<file path="config.mk">
export PLATFORM = sky130hd
export DESIGN_NAME = mem_access_unit
export DESIGN_NICKNAME = d
export VERILOG_FILES = /design/src/rtl/mem_access_unit.sv
export SDC_FILE = /design/constraint.sdc
export NUM_CORES = 1
export LEC_CHECK = 0
export BUFFER_PORTS_ARGS = -buffer_cell sky130_fd_sc_hd__clkbuf_2
export CORE_MARGIN = 1
export CORE_UTILIZATION = 55
export DETAILED_ROUTE_END_ITERATION = 8
export MAX_ROUTING_LAYER = met4
export PLACE_DENSITY = 0.95
export SLEW_MARGIN = 5
export SYNTH_ARGS = -nofsm -noshare
export SYNTH_HDL_FRONTEND = slang
export SYNTH_SLANG_ARGS = --single-unit
</file>
<file path="constraint.sdc">
create_clock -name CLK -period 5.5 [get_ports CLK]
set_input_delay 0.55 -clock CLK [delete_from_list [all_inputs] [get_ports CLK]]
set_output_delay 0.55 -clock CLK [all_outputs]
set_load 0.01 [all_outputs]
</file>
<file path="src/rtl/mem_access_unit.sv">
// MEM-stage requester for the 8-bit data memory: load/store/push/pop with a
// valid/ready request and response, owning the stack pointer.
module mem_access_unit #(
    parameter logic [7:0] STACK_TOP   = 8'hFF,
    parameter logic [7:0] STACK_LIMIT = 8'h80
) (
    input  logic       CLK,
    input  logic       RST,
    input  logic       req_valid,
    output logic       req_ready,
    input  logic [1:0] req_op,
    input  logic [7:0] req_addr,
    input  logic [7:0] req_wdata,
    output logic       rsp_valid,
    input  logic       rsp_ready,
    output logic [7:0] rsp_data,
    output logic       rsp_err,
    output logic       Write_EN,
    output logic       Read_EN,
    output logic [7:0] A,
    output logic [7:0] WD,
    input  logic [7:0] RD,
    output logic [7:0] sp,
    output logic       stk_err,
    input  logic       stk_err_clr,
    output logic [1:0] state_dbg
);

    // Handshakes: a transfer happens on a rising edge where valid && ready;
    // valid never waits on ready, and a presented response is held until taken.
    typedef enum logic [1:0] {
        IDLE   = 2'd0,
        ACCESS = 2'd1,
        RESP   = 2'd2
    } state_t;

    localparam logic [1:0] OP_LOAD  = 2'd0;
    localparam logic [1:0] OP_STORE = 2'd1;
    localparam logic [1:0] OP_PUSH  = 2'd2;

    state_t state;
    logic   err_q;
    logic   accept;

    // Ready in RESP follows rsp_ready so a consumed response can overlap the next accept.
    assign req_ready = (state == IDLE) || ((state == RESP) && rsp_ready);
    assign accept    = req_valid && req_ready;
    assign state_dbg = state;

    always_ff @(posedge CLK or negedge RST) begin
        if (!RST) begin
            state     <= IDLE;
            err_q     <= 1'b0;
            sp        <= STACK_TOP;
            Write_EN  <= 1'b0;
            Read_EN   <= 1'b0;
            A         <= 8'h00;
            WD        <= 8'h00;
            rsp_valid <= 1'b0;
            rsp_data  <= 8'h00;
            rsp_err   <= 1'b0;
            stk_err   <= 1'b0;
        end else begin
            // A rejection later in this block overrides the clear.
            if (stk_err_clr) stk_err <= 1'b0;
            case (state)
                IDLE, RESP: begin
                    if ((state == RESP) && rsp_ready) begin
                        rsp_valid <= 1'b0;
                        rsp_data  <= 8'h00;
                        rsp_err   <= 1'b0;
                        state     <= IDLE;
                    end
                    if (accept) begin
                        state <= ACCESS;
                        err_q <= 1'b0;
                        case (req_op)
                            OP_LOAD: begin
                                A       <= req_addr;
                                Read_EN <= 1'b1;
                            end
                            OP_STORE: begin
                                A        <= req_addr;
                                WD       <= req_wdata;
                                Write_EN <= 1'b1;
                            end
                            OP_PUSH: begin
                                if (sp < STACK_LIMIT) begin
                                    err_q   <= 1'b1;
                                    stk_err <= 1'b1;
                                end else begin
                                    A        <= sp;
                                    WD       <= req_wdata;
                                    sp       <= sp - 8'd1;
                                    Write_EN <= 1'b1;
                                end
                            end
                            default: begin
                                if (sp == STACK_TOP) begin
                                    err_q   <= 1'b1;
                                    stk_err <= 1'b1;
                                end else begin
                                    A       <= sp + 8'd1;
                                    sp      <= sp + 8'd1;
                                    Read_EN <= 1'b1;
                                end
                            end
                        endcase
                    end
                end
                ACCESS: begin
                    // RD was registered by the memory on the falling edge inside ACCESS.
                    Write_EN  <= 1'b0;
                    Read_EN   <= 1'b0;
                    rsp_valid <= 1'b1;
                    rsp_data  <= Read_EN ? RD : 8'h00;
                    rsp_err   <= err_q;
                    state     <= RESP;
                end
                default: state <= IDLE;
            endcase
        end
    end

endmodule

</file>
After elaboration in Yosys (flattened, before gate mapping) --
Index checks and enable logic that the tools add are counted.
Storage, ports and cells: output and inout port bits 40, bits of input ports 31, word-level logic and storage cells 80, flip-flop bits (word level) 40
Cells by class: multiplexer cells 33, bitwise gates (word level) 1, order comparisons 1, equality and inequality tests 15, reductions and logical operators 17, $add $sub $neg 2
Operator list (number):
- $pmux W8 S2 | 4
- $mux W8 | 6
- $pmux W1 S2 | 8
- $reduce_and A4 Y1 | 4
- $mux W1 | 12
- $add A8 B1 Y8 const B | 1
- $eq A8 B8 Y1 const B | 1
- $lt A8 B8 Y1 const B | 1
- $ne A2 B2 Y1 const B | 4
- $sub A8 B1 Y8 const B | 1
- $ne A3 B2 Y1 const B | 2
- $ne A3 B3 Y1 const B | 2
- $reduce_or A2 Y1 | 3
- $reduce_and A5 Y1 | 1
- $eq A2 B1 Y1 const B | 2
- $eq A2 B2 Y1 const B | 2
- $logic_not A2 Y1 | 2
- $mux W2 | 2
- $pmux W2 S2 | 1
- $reduce_and A2 Y1 | 2
- $reduce_bool A2 Y1 | 2
- $ne A3 B1 Y1 const B | 1
- $logic_and A1 B1 Y1 | 2
- $ne A2 B1 Y1 const B | 1
- other kinds (2) | 2

Logic depth before layout (Yosys ltp) --
Gate-level depths: netlist of the first run.
depth after elaboration 6, depth in mapped cells 8, depth with buffers taken out 6

Worst setup path before layout of the first run --
OpenSTA, ideal clock, no wires.
kind input to register, from input port req_op[0], to register A[0], required time 5375 ps, cell stages on the path 5, path buffers 1, setup time 125 ps, path slack 3578 ps, data arrival time 1797 ps, cell sequence inv_1 > ha_1 > buf_4 > a221oi_4 > mux2_2
Between the ends: longest elaborated chain between the ends 4, elaborated cells on any way between the ends 8, those cells by class 4 x eq/ne; 1 x mux; 3 x reduce/logical
RTL lines:
- from (decl) | RTL line 11 | input logic [1:0] req_op,
- $eq A2 B1 Y1 or $logic_not A2 Y1 (tied branches) | RTL line 77 | case (req_op)
- $reduce_or A2 Y1 (no line)
- $ne A3 B2 Y1 (no line)
- $reduce_and A4 Y1 (no line)
- to (signal assigned) | RTL line 79 | A <= req_addr;
- to (signal assigned) | RTL line 83 | A <= req_addr;
- to (signal assigned) | RTL line 92 | A <= sp;
- to (decl) | RTL line 20 | output logic [7:0] A,
Several ways; a longest one is shown, not always the timed one. A chain may end at the register's enable or synchronous reset.

Worst setup path in the final report of the first run --
from input port req_op[0], to register A[3]
Same word-level chain as after synthesis.

==> qor.json, run 1 <==
{
  "status": {
    "status": "complete, no violations"
  },
  "synthesis": {
    "yosys_register_bits": 40,
    "share_of_cell_area_taken_by_muxes_after_synthesis_pct": 9.28,
    "post_synth.cell_area_avg_sq_um": 9.87,
    "synthCells": 228,
    "netlist-cell-type-count": 50,
    "synth.net_count": 265,
    "synth_compound_gate_area_share_pct": 15.8,
    "synth_ff_type": "sky130_fd_sc_hd__dfrtp_1",
    "synth-async-reset-ratio_pct": 100,
    "synth-adder-area-share_pct": 3.34,
    "area_of_the_mapped_netlist_sq_mm": 0.00225,
    "synthSimpleGateAreaFrac_pct": 18.5,
    "synth_top_family_by_area": "simple AND/OR/NAND/NOR gates",
    "synth_xor_area_share_pct": 2.72,
    "synth-warning-count": 0,
    "synth_sequential_area_ratio_pct": 44.9,
    "synth_enable_flop_cells": 0
  },
  "critical_path": {
    "cp.required_ps": 5680,
    "critPathCapture": "A[3]",
    "worstReg2RegEnd": "A[3]",
    "rr_startpoint": "sp[0]",
    "reg2reg_slack_ps": 3340,
    "criticalPathCategory": "in -> reg",
    "critical_path.startpoint": "req_op[0]",
    "critPathLaunchType": "input port",
    "worst-path-max-fanout": 21,
    "worstSetupEndpointType": "register",
    "rr_worst_depth": 5,
    "timing.critical_path.arrival_ps": 2600
  },
  "drt": {
    "drt_drc_violations_left": 0,
    "routed-wl-met3_um": 242,
    "routed_wire_length_per_instance_um": 14.6,
    "drt_pre_antenna_iters": 4,
    "wl_met2_mm": 2.35,
    "final_antenna_net_count": 0,
    "routed_via_density": 5.72,
    "highest_layer_used_for_signal_routing": "met4",
    "routed_vias": 1949,
    "dr.first_iter.drc_count": 139,
    "wirelength_mm": 4.97,
    "length_of_routed_wiring_on_met1_mm": 2.28
  },
  "layout": {
    "most_common_cell_after_layout_fill_and_taps_aside": "sky130_fd_sc_hd__clkbuf_2",
    "layout.cells.non_filler": 341,
    "area_of_all_placed_cells_without_fillers_sq_mm": 0.00267,
    "num-nets-final": 329,
    "flow.area_growth_from_synthesis_pct": 18.6,
    "share_of_cells_above_drive_strength_1_pct": 37.5,
    "n_antenna_cell": 0,
    "commonest_cells_after_routing_fill_and_taps_aside": "sky130_fd_sc_hd__clkbuf_2 (70), sky130_fd_sc_hd__dfrtp_1 (32), sky130_fd_sc_hd__nand2_1 (27)"
  },
  "sta": {
    "timing.final.crit_share_pct": 43.9,
    "post_route_clock_skew_ps": 10.8,
    "tightestPinTransition_ps": 944,
    "timing.final.max_slew_violations": 0,
    "maxClockFrequency_mhz": 414,
    "finalHoldViolations": 0,
    "setup_viol_count_final": 0,
    "grt_setup_unrepaired": "no",
    "timing.final.crit_period_ps": 2420,
    "setup_tns_ps": 0,
    "max-slew-margin-rel_pct": 37.0
  },
  "grt": {
    "grt_max_degree": 41,
    "vias_in_the_first_global_route": 1788,
    "wire_length_of_the_first_global_routing_pass_mm": 8.29,
    "antenna_found_initial": 0,
    "grt_util_all_layers_pct": 26.0,
    "global_route.overflow_total": 0
  },
  "job": {
    "timing.max_cap.violations": 0
  },
  "placed_design": {
    "dpl_cell_area_sq_mm": 0.00258,
    "detailed_place_hpwl_mm": 3.68,
    "finalWeightedCongestion": 0.899,
    "place.detailed.instances": 333,
    "port-buffer-count": 70
  },
  "die": {
    "die_h_um": 66.0,
    "row_count": 22,
    "start_util_pct": 59.3,
    "horizontal_extent_of_the_die_um": 66.0,
    "total_die_area_sq_mm": 0.00435,
    "core_region_area_sq_mm": 0.00380,
    "io_pins": 71
  },
  "cts": {
    "clkLatencyLatePin_ps": 300,
    "cts.clk_slew.worst_paths_ps": 80,
    "max-clock-path-buffers": 2,
    "post_cts_buffers": 0,
    "cts.root.buffer_cell": "sky130_fd_sc_hd__clkbuf_8",
    "holdBufCountCts": 0,
    "cts_inserted_buffers": 5,
    "cts_sinks": 40,
    "htreeDepth": 2,
    "post_cts_resized": 0,
    "tritoncts_clock_tree": "done"
  },
  "pwr": {
    "worst_ir_drop_vdd_mv": 0.287,
    "static-leakage-power_nw": 1.24,
    "power_density_mw_per_mm2": 451
  },
  "min_path": {
    "hold_path_class": "in -> async"
  }
}
## per-layer routing
metal,up-vias,GRT usage (%)
li1,943,-
met1,935,34.5
met2,62,38.6
met3,9,5.17
met4,0,11.2
met5,-,-
## Yosys cell counts, types with 2 or more instances
cell type | n | area [sq um]
sky130_fd_sc_hd__a31oi_1 | 2 | 12.5
sky130_fd_sc_hd__buf_2 | 3 | 15.0
sky130_fd_sc_hd__nor2b_1 | 3 | 18.8
sky130_fd_sc_hd__xor2_1 | 4 | 35.0
sky130_fd_sc_hd__clkbuf_1 | 5 | 18.8
sky130_fd_sc_hd__nand4_1 | 4 | 25.0
sky130_fd_sc_hd__a221oi_1 | 4 | 35.0
sky130_fd_sc_hd__inv_1 | 12 | 45.0
sky130_fd_sc_hd__ha_1 | 6 | 75.1
sky130_fd_sc_hd__dfstp_2 | 8 | 210
sky130_fd_sc_hd__mux2i_1 | 4 | 40.0
sky130_fd_sc_hd__nand2b_1 | 4 | 25.0
sky130_fd_sc_hd__mux2_2 | 15 | 169
sky130_fd_sc_hd__xnor2_1 | 3 | 26.3
sky130_fd_sc_hd__o21ai_0 | 16 | 80.1
sky130_fd_sc_hd__nor2_1 | 16 | 60.1
sky130_fd_sc_hd__a21oi_1 | 12 | 60.1
sky130_fd_sc_hd__a211oi_1 | 2 | 15.0
sky130_fd_sc_hd__dfrtp_1 | 32 | 801
sky130_fd_sc_hd__o21a_1 | 3 | 22.5
sky130_fd_sc_hd__nand2_1 | 27 | 101
sky130_fd_sc_hd__nor3_1 | 7 | 35.0
sky130_fd_sc_hd__buf_4 | 4 | 30.0
sky130_fd_sc_hd__or3_1 | 2 | 12.5
sky130_fd_sc_hd__o221ai_1 | 2 | 17.5
sky130_fd_sc_hd__nand3_1 | 4 | 20.0
## sequential cells by signal (all words and copies together), names as in the netlist
name	flops
rsp_err	1
state_dbg	2
sp	8
err_q	1
WD	8
stk_err	1
rsp_data	8
rsp_valid	1
Write_EN	1
Read_EN	1
A	8
## where the power goes
part / switching, W / internal, W
sequential: 0.000139 / 0.000424
combinational: 0.000238 / 0.000207
clock: 0.000107 / 0.0000884
## stage by stage
stage	power [W]	worst slack (ps)	util [%]	hold slack [ps]
2_1_floorplan	0.000838	3580	-	254
3_3_place_gp	0.000990	2840	68.0	473
3_5_place_dp	0.00101	2780	68.0	482
4_1_cts	0.00121	3100	70.3	405
5_1_grt	0.00128	2920	70.3	443
6_report	0.00120	3080	70.3	376
## worst max-delay path, stage by stage
cell and delay, ps:
sky130_fd_sc_hd__clkbuf_2 100, sky130_fd_sc_hd__inv_1 80, sky130_fd_sc_hd__ha_1 740, sky130_fd_sc_hd__nor3_4 190
sky130_fd_sc_hd__a221oi_4 530, sky130_fd_sc_hd__mux2_2 390
## worst min path at each step
| stage | from | end | slack (ps) | cells after the start |
|---|---|---|---|---|
| after detailed placement | Write_EN | Write_EN | 480 | 1 |
| after floorplan | RST | A[0] | 250 | 0 |
| after global placement | err_q | err_q | 470 | 2 |
| after global routing | stk_err_clr | stk_err | 440 | 2 |
| after CTS | RST | A[0] | 410 | 1 |
| final | RST | A[0] | 380 | 1 |
## logic make-up (layout without fill, tap and decap cells)
family	count (synthesis)	after routing
AND/OR/NAND/NOR	79	79
multiplexers	19	19
flip-flops	40	40
adder cells (fa/ha/maj)	6	6
AO/OA/AOI/OAI	52	52
buffers and inverters	25	90
XOR/XNOR	7	7
## final cells by class
type	count	area [sq um]
Sequential cell	40	1010
Tap cell	48	60.1
Clock inverter	3	18.8
Timing Repair Buffer	70	350
Multi-Input combinational cell	163	1120
Inverter	12	45.0
Clock buffer	5	68.8
Fill cell	300	1130
Note: power is estimated with default switching activity, not from simulation.
==> run 2: changes to the inputs <==
--- a/config.mk
+++ b/config.mk
@@ -7,10 +7,10 @@
 export LEC_CHECK = 0
 export BUFFER_PORTS_ARGS = -buffer_cell sky130_fd_sc_hd__clkbuf_2
 export CORE_MARGIN = 1
-export CORE_UTILIZATION = 55
+export CORE_UTILIZATION = 46
 export DETAILED_ROUTE_END_ITERATION = 8
 export MAX_ROUTING_LAYER = met4
-export PLACE_DENSITY = 0.95
+export PLACE_DENSITY = 0.87
 export SLEW_MARGIN = 5
 export SYNTH_ARGS = -nofsm -noshare
 export SYNTH_HDL_FRONTEND = slang
==> constraint.sdc (replaced) <==
create_clock -name CLK -period 2 [get_ports CLK]
set_input_delay 0.2 -clock CLK [delete_from_list [all_inputs] [get_ports CLK]]
set_output_delay 0.2 -clock CLK [all_outputs]
set_load 0.01 [all_outputs]
==> qor.json, run 2 (synthesis gave the netlist of run 1 again) <==
{
  "grt": {
    "grt_max_degree": {"value": 41, "change": "unchanged"},
    "antenna_found_initial": {"value": 0, "change": "unchanged"},
    "grt_util_all_layers": {"value": 20.6, "unit": "%", "change": "-5.3 points"},
    "vias_in_the_first_global_route": {"value": 1765, "change": "-1.3%"},
    "wire_length_of_the_first_global_routing_pass": {"value": 8.22, "unit": "mm", "change": "-0.92%"},
    "global_route.overflow_total": {"value": 0, "change": "unchanged"}
  },
  "critical_path": {
    "cp.required": {"value": 2230, "unit": "ps", "change": "-3450 ps"},
    "critPathLaunchType": "register",
    "worst-path-max-fanout": {"value": 9, "change": "-57%"},
    "criticalPathCategory": "reg -> reg",
    "timing.critical_path.arrival": {"value": 2140, "unit": "ps", "change": "-460 ps"},
    "rr_worst_depth": {"value": 5, "change": "unchanged"},
    "worstSetupEndpointType": "register"
  },
  "placed_design": {
    "finalWeightedCongestion": {"value": 0.902, "change": "+0.36%"},
    "port-buffer-count": {"value": 70, "change": "unchanged"},
    "dpl_cell_area": {"value": 0.00268, "unit": "sq mm", "change": "+3.8%"},
    "detailed_place_hpwl": {"value": 3.80, "unit": "mm", "change": "+3.2%"}
  },
  "die": {
    "die_h": {"value": 72.0, "unit": "um", "change": "+9.1%"},
    "core_region_area": {"value": 0.00472, "unit": "sq mm", "change": "+24%"},
    "row_count": {"value": 25, "change": "+14%"},
    "total_die_area": {"value": 0.00518, "unit": "sq mm", "change": "+19%"},
    "start_util": {"value": 47.7, "unit": "%", "change": "-12 points"},
    "io_pins": {"value": 71, "change": "unchanged"},
    "horizontal_extent_of_the_die": {"value": 72.0, "unit": "um", "change": "+9.1%"}
  },
  "layout": {
    "num-nets-final": {"value": 340, "change": "+3.3%"},
    "area_used_by_multi_input_combinational_logic": {"value": 0.00112, "unit": "sq mm", "change": "unchanged"},
    "flow.area_growth_from_synthesis_pct": 23.9,
    "area_of_all_placed_cells_without_fillers": {"value": 0.00279, "unit": "sq mm", "change": "+4.5%"},
    "commonest_cells_after_routing_fill_and_taps_aside": "sky130_fd_sc_hd__clkbuf_2 (70), sky130_fd_sc_hd__dfrtp_1 (32), sky130_fd_sc_hd__nand2_1 (27)",
    "seqCellArea": {"value": 0.00101, "unit": "sq mm", "change": "unchanged"},
    "most_common_cell_after_layout_fill_and_taps_aside": "sky130_fd_sc_hd__clkbuf_2",
    "n_antenna_cell": {"value": 0, "change": "unchanged"},
    "share_of_cells_above_drive_strength_1": {"value": 39.5, "unit": "%", "change": "+1.9 points"},
    "fill_cells": {"value": 417, "change": "+39%"}
  },
  "job": {
    "timing.max_cap.violations": {"value": 0, "change": "unchanged"}
  },
  "drt": {
    "drt_pre_antenna_iters": {"value": 4, "change": "unchanged"},
    "routed_via_density": {"value": 5.32, "change": "-7.0%"},
    "wirelength": {"value": 5.07, "unit": "mm", "change": "+2.0%"},
    "routed_vias": {"value": 1972, "change": "+1.2%"},
    "drt_drc_violations_left": {"value": 0, "change": "unchanged"},
    "final_antenna_net_count": {"value": 0, "change": "unchanged"},
    "routed_wire_length_per_instance": {"value": 13.7, "unit": "um", "change": "-6.3%"},
    "dr.first_iter.drc_count": {"value": 156, "change": "+12%"}
  },
  "sta": {
    "grt_setup_unrepaired": "no",
    "setup_tns": {"value": 0, "unit": "ps", "change": "unchanged"},
    "max-slew-margin-rel": {"value": 64.6, "unit": "%", "change": "+28 points"},
    "setup_viol_count_final": {"value": 0, "change": "unchanged"},
    "timing.final.crit_share_pct": 95.4,
    "post_route_clock_skew": {"value": 9.33, "unit": "ps", "change": "-1.45 ps"},
    "tightestPinTransition": {"value": 530, "unit": "ps", "change": "-415 ps"},
    "maxClockFrequency_mhz": 524,
    "timing.final.max_slew_violations": {"value": 0, "change": "unchanged"},
    "timing.final.crit_period_ps": 1910,
    "finalHoldViolations": {"value": 0, "change": "unchanged"}
  },
  "pwr": {
    "static-leakage-power": {"value": 1.29, "unit": "nW", "change": "+4.0%"},
    "power_density": {"value": 1210, "unit": "mW/mm^2", "change": "+170%"},
    "worst_ir_drop_vdd": {"value": 0.627, "unit": "mV", "change": "+120%"}
  },
  "min_path": {
    "hold_path_class": "in -> reg",
    "hold_depth": 2
  },
  "cts": {
    "tritoncts_clock_tree": "done",
    "clkLatencyLatePin": {"value": 290, "unit": "ps", "change": "about the same"},
    "post_cts_resized": {"value": 0, "change": "unchanged"},
    "post_cts_buffers": {"value": 0, "change": "unchanged"},
    "htreeDepth": {"value": 2, "change": "unchanged"},
    "holdBufCountCts": {"value": 1, "change": "+1"},
    "cts_sinks": {"value": 40, "change": "unchanged"},
    "cts.clk_slew.worst_paths": {"value": 80, "unit": "ps", "change": "about the same"},
    "cts_inserted_buffers": {"value": 5, "change": "unchanged"},
    "cts.root.buffer_cell": "sky130_fd_sc_hd__clkbuf_8",
    "max-clock-path-buffers": {"value": 2, "change": "unchanged"}
  },
  "status": {
    "status": "complete, no violations"
  }
}
## run 2: worst max-delay path: stages, from the launching register on
cell and delay, ps:
sky130_fd_sc_hd__dfstp_2 610, sky130_fd_sc_hd__ha_1 210, sky130_fd_sc_hd__nand3_2 190, sky130_fd_sc_hd__or3_2 460, sky130_fd_sc_hd__a31oi_1 200, sky130_fd_sc_hd__mux2_2 180
## run 2: cell type report
cell class,instances,area share [%]
clock buffer,6,2.96
timing repair buffer,81,15.6
clock inverter,2,0.538
sequential,40,36.2
tap,67,3.01
multi-input combinational,163,40.0
inverter,12,1.62
## run 2: per-layer routing
layer / track usage, % / up-vias / share of wire, %
met5: - / - / 0
met4: 4.79 / 0 / 1.2
met3: 3.75 / 6 / 3.3
met2: 31.1 / 48 / 49
met1: 29.2 / 957 / 47
li1: - / 961 / -
## run 2: path summary, 6_finish.rpt
path,startpoint,endpoint,slack (ps)
hold reg to reg,Write_EN,Write_EN,500
setup / recovery,sp[1],A[6],90
setup reg to reg,sp[1],A[6],90
max in group asynchronous,RST,sp[1],1130
hold / removal,stk_err_clr,stk_err,100
min in group asynchronous,RST,A[0],490
## run 2: stage by stage
step | utilization, % | hold WS [ps] | total power, W | instances | worst slack, ps
2_1_floorplan | - | -95.6 | 0.00231 | 228 | 124
4_1_cts | 59.0 | 97.6 | 0.00340 | 371 | 111
5_1_grt | 59.0 | 108 | 0.00361 | 371 | 7.96
3_5_place_dp | 56.8 | 298 | 0.00281 | 362 | 91.5
3_3_place_gp | 56.8 | 283 | 0.00276 | 362 | 144
6_report | 59.0 | 103 | 0.00338 | 371 | 91.8
## run 2: where the power goes
| group | switching (W) | total, W | internal [W] |
|---|---|---|---|
| Sequential | 0.000332 | 0.00150 | 0.00116 |
| Combinational | 0.000694 | 0.00130 | 0.000607 |
| Clock | 0.000302 | 0.000581 | 0.000280 |
| Total | 0.00133 | 0.00338 | 0.00205 |
